[src/rtl/sdr_pkg.sv]
// Shared command encodings, controller states and mode decode for the SDR SDRAM model.
package sdr_pkg;

    typedef enum logic [3:0] {
        CMD_LMR = 4'b0000,
        CMD_REF = 4'b0001,
        CMD_PRE = 4'b0010,
        CMD_ACT = 4'b0011,
        CMD_WR  = 4'b0100,
        CMD_RD  = 4'b0101,
        CMD_BST = 4'b0110,
        CMD_NOP = 4'b0111
    } sdr_cmd_e;

    typedef enum logic [1:0] {
        ST_IDLE,
        ST_WR_BURST,
        ST_RD_LAT,
        ST_RD_BURST
    } sdr_state_e;

    // Mode-register BL field 000/001/010/011 -> 1/2/4/8 beats.
    function automatic logic [3:0] bl_decode(input logic [1:0] code);
        return 4'd1 << code;
    endfunction

endpackage

[src/rtl/sdr_bank_state.sv]
// One SDRAM bank: open flag, open-row register and, with SDR_TIMING_CHECK_EN,
// a tRCD/tRP guard counter.
module sdr_bank_state
    import sdr_pkg::*;
#(
    parameter int ROW_WIDTH = 12
`ifdef SDR_TIMING_CHECK_EN
    ,
    parameter int unsigned T_RCD = 2,
    parameter int unsigned T_RP  = 2
`endif
) (
    input  logic                 clk,
    input  logic                 rst_n,
    input  logic                 cke,
    input  logic                 act,
    input  logic                 pre,
    input  logic [ROW_WIDTH-1:0] row_in,
`ifdef SDR_TIMING_CHECK_EN
    output logic                 busy,
`endif
    output logic                 is_open,
    output logic [ROW_WIDTH-1:0] row
);

    always_ff @(posedge clk or negedge rst_n) begin
        if (!rst_n) begin
            is_open <= 1'b0;
            row     <= '0;
        end else if (cke) begin
            if (pre) begin
                is_open <= 1'b0;
            end else if (act) begin
                is_open <= 1'b1;
                row     <= row_in;
            end
        end
    end

`ifdef SDR_TIMING_CHECK_EN
    logic [7:0] tcnt;

    // Counter holds the remaining cycles before the next command is legal.
    always_ff @(posedge clk or negedge rst_n) begin
        if (!rst_n) begin
            tcnt <= '0;
        end else if (cke) begin
            if (act)
                tcnt <= 8'((T_RCD > 0) ? T_RCD - 1 : 0);
            else if (pre)
                tcnt <= 8'((T_RP > 0) ? T_RP - 1 : 0);
            else if (tcnt != '0)
                tcnt <= tcnt - 8'd1;
        end
    end

    assign busy = (tcnt != '0);
`endif

endmodule

[config.mk]
export PLATFORM = sky130hd
export DESIGN_NAME = sdr_bank_state
export DESIGN_NICKNAME = d
export VERILOG_FILES = /design/src/rtl/sdr_pkg.sv /design/src/rtl/sdr_bank_state.sv
export SDC_FILE = /design/constraint.sdc
export NUM_CORES = 1
export LEC_CHECK = 0
export ABC_AREA = 1
export CORE_ASPECT_RATIO = 1.4
export CORE_MARGIN = 5
export CORE_UTILIZATION = 30
export CTS_CLUSTER_SIZE = 30
export DETAILED_ROUTE_END_ITERATION = 12
export PLACE_DENSITY_LB_ADDON = 0.2
export SYNTH_ARGS = -nofsm -noshare
export SYNTH_HDL_FRONTEND = slang
export SYNTH_SLANG_ARGS = --single-unit
[constraint.sdc]
create_clock -name clk -period 0.8 [get_ports clk]
set_input_delay 0.08 -clock clk [delete_from_list [all_inputs] [get_ports clk]]
set_output_delay 0.08 -clock clk [all_outputs]
set_load 0.03 [all_outputs]
==> impl_metrics.ini <==
[clock_tree]
cts_sinks = 13
cts_tree = done
root_buffer = clkbuf_4
cts_buffer_depth = 2
clk_pin_slew_worst_paths_ns = 0.08
clk_latency_ns = 0.26
cts.htree.levels = 1
postCtsHoldBufs = 0
cts_buffers = 3

[synthesis]
synth_warnings = 0
synth_top_area_frac = 0.586
synthCells = 61
yosys-top-cells-area = dfrtp_1 (59%), nand2_1 (19%), nand4_1 (14%)
ys_ff_latch = 13
synth_cell_types = 8
syn_area_per_cell_sq_um = 9.11
syn_area_sq_um = 556
yosysSeqAreaShare = 0.586
syn_nets = 78
post-synth-top-area-cell = dfrtp_1

[routing]
totalWireLength_um = 1580
vias = 594
avgRoutedWirePerCell_um = 12.5
drtPass1Iterations = 4
remaining_drc_errors = 0
ant_nets = 0
routed-wl-met3_um = 130
routed_via_density = 4.71
highest_layer = met4
wl_met1_um = 633
drtIter0Drc = 15
wl_met2_um = 798

[pwr]
vdd_drop_max_mv = 1.02
p_per_area_nw_per_um2 = 1970
leakage_nw = 0.555

[worst_setup_path]
path_depth = 1
path_delay_family = flip-flops
cpPeakStageDelay_ns = 0.41
cp_num_buf_inv = 1
crit_slowest_cell = dfrtp_1
reg2regPathDepth = 3
arrival_ns = 0.82
critPathLaunchType = register
cp-end-kind = output port
r2r-start = row[4]$_DFFE_PN0P_
path_cells = buf_6
regToRegEndpoint = row[4]$_DFFE_PN0P_
cp.required_ns = 0.72
crit_path_start = row[11]$_DFFE_PN0P_
crit_fanout = 2
critPathCapture = row[11]
ff2ff_setup_slack_ns = 0.06
critical_path_class = reg2out

[global_routing]
grt_pass1_wl_um = 2500
grt_max_degree = 14
first_global_vias = 595
antenna_found_initial = 0
grt.total_usage = 0.122
overflow = 0

[status]
status = finished, violations left
violations = negative setup slack

[sta]
clock_skew_ns = 0
drv_slew = 0
rsz0062_at_grt = yes
post-route-period-util = 1.13
setup_slack_ns = -0.101
max_freq_mhz = 1110
setup_viol = 13
hold_viol_final = 0
relSlewSlack = 0.832
period_needed_ns = 0.901
worst_pin_slew_ns = 0.252

[finish]
area_delta_synth_final_pct = 86.3
instances_no_fill = 126
final_cell_mix = nand2_1 (28), buf_4 (14), clkdlybuf4s50_1 (13), dfrtp_1 (13), buf_6 (13)
antenna-diode-count = 0
fin_nets = 124
fill_cells = 173
post-route-util = 0.589
multiInputGateArea_sq_um = 208
layout-drive-gt1-share = 0.321
final-seq-area_sq_um = 325
final_cell_area_sq_um = 1030
final_common_cell = nand2_1

[floorplanning]
coreArea_sq_um = 1760
ioPinCount = 30
num_rows = 18
initial_core_util = 0.316
die_h_um = 60.9
die_x_um = 46.4
die-area_sq_um = 2820

[place]
dp.cells = 113
portBuffers = 29
globalplace.congestion = 0.662
place_area_sq_um = 875
place_ws_ns = -0.358
detailed_place_hpwl_um = 1130

[hold_path]
hold_path.class = in2reg

[flow_run]
drv_cap = 0
worst min-delay path, stage by stage:
cell	delay [ns]
dlymetal6s2s_1	0.11
nand2_1	0.06
nand2_1	0.06
inv_1	0.03
how the worst min path moves through the flow:
stage / start / endpoint / slack, ns / cells past startpoint
after floorplan: rst_n / is_open$_DFFE_PN0P_ / -0.22 / 0
after global placement: rst_n / is_open$_DFFE_PN0P_ / 0.42 / 2
final: pre / is_open$_DFFE_PN0P_ / 0.10 / 4
after CTS: rst_n / is_open$_DFFE_PN0P_ / 0.13 / 2
after global routing: pre / is_open$_DFFE_PN0P_ / 0.11 / 4
after detailed placement: rst_n / is_open$_DFFE_PN0P_ / 0.43 / 2
repair_timing:
item	4_1_cts	5_1_grt
endpoints found under the hold margin	0	0
pin swaps	0	0
setup endpoints to repair	25	26
gates resized for setup	14	4
cloned	0	1
buffers inserted	6	2
state kept, by name (all words and copies together), names as in the netlist:
register,flops
row,12
is_open,1
synthesized netlist by cell type:
cell / n
nand2_1: 28
dfrtp_1: 13
nand4_1: 12
inv_1: 3
buf_2: 2
buf_4: 1
buf_6: 1
nand3_2: 1
through the flow:
step / hold slack, ns / setup TNS, ns / total power, mW
floorplan: -0.216 / 0 / 1.15
global route: 0.113 / -1.63 / 2.17
detailed placement: 0.426 / -4.37 / 1.48
finish: 0.101 / -1.13 / 2.04
CTS: 0.134 / -1.23 / 2.03
global placement: 0.418 / -4.10 / 1.47
routing by layer:
| metal | vias to the layer above | global-route usage |
|---|---|---|
| met5 | - | 0 |
| met4 | 0 | 0.0488 |
| met3 | 2 | 0.0386 |
| met2 | 18 | 0.203 |
| met1 | 276 | 0.142 |
| li1 | 298 | - |
where the power goes:
part	total (mW)	switching [mW]	leakage [nW]	internal, mW
registers	0.834	0.0748	0.162	0.760
logic	0.806	0.397	0.378	0.409
clock network	0.400	0.207	0.0150	0.193
area by class of cell:
type                            instances  area share
Clock buffer                            4      0.0254
Inverter                                3      0.0109
Multi-Input combinational cell         42       0.201
Sequential cell                        13       0.314
Tap cell                               20      0.0242
Timing Repair Buffer                   44       0.424
logic make-up (layout without fill, tap and decap cells):
group | Yosys count | count (layout) | synth area share
AND/OR/NAND/NOR | 41 | 42 | 0.342
flip-flops | 13 | 13 | 0.586
buffers and inverters | 7 | 51 | 0.0721
Note: power is estimated with default switching activity, not from simulation.
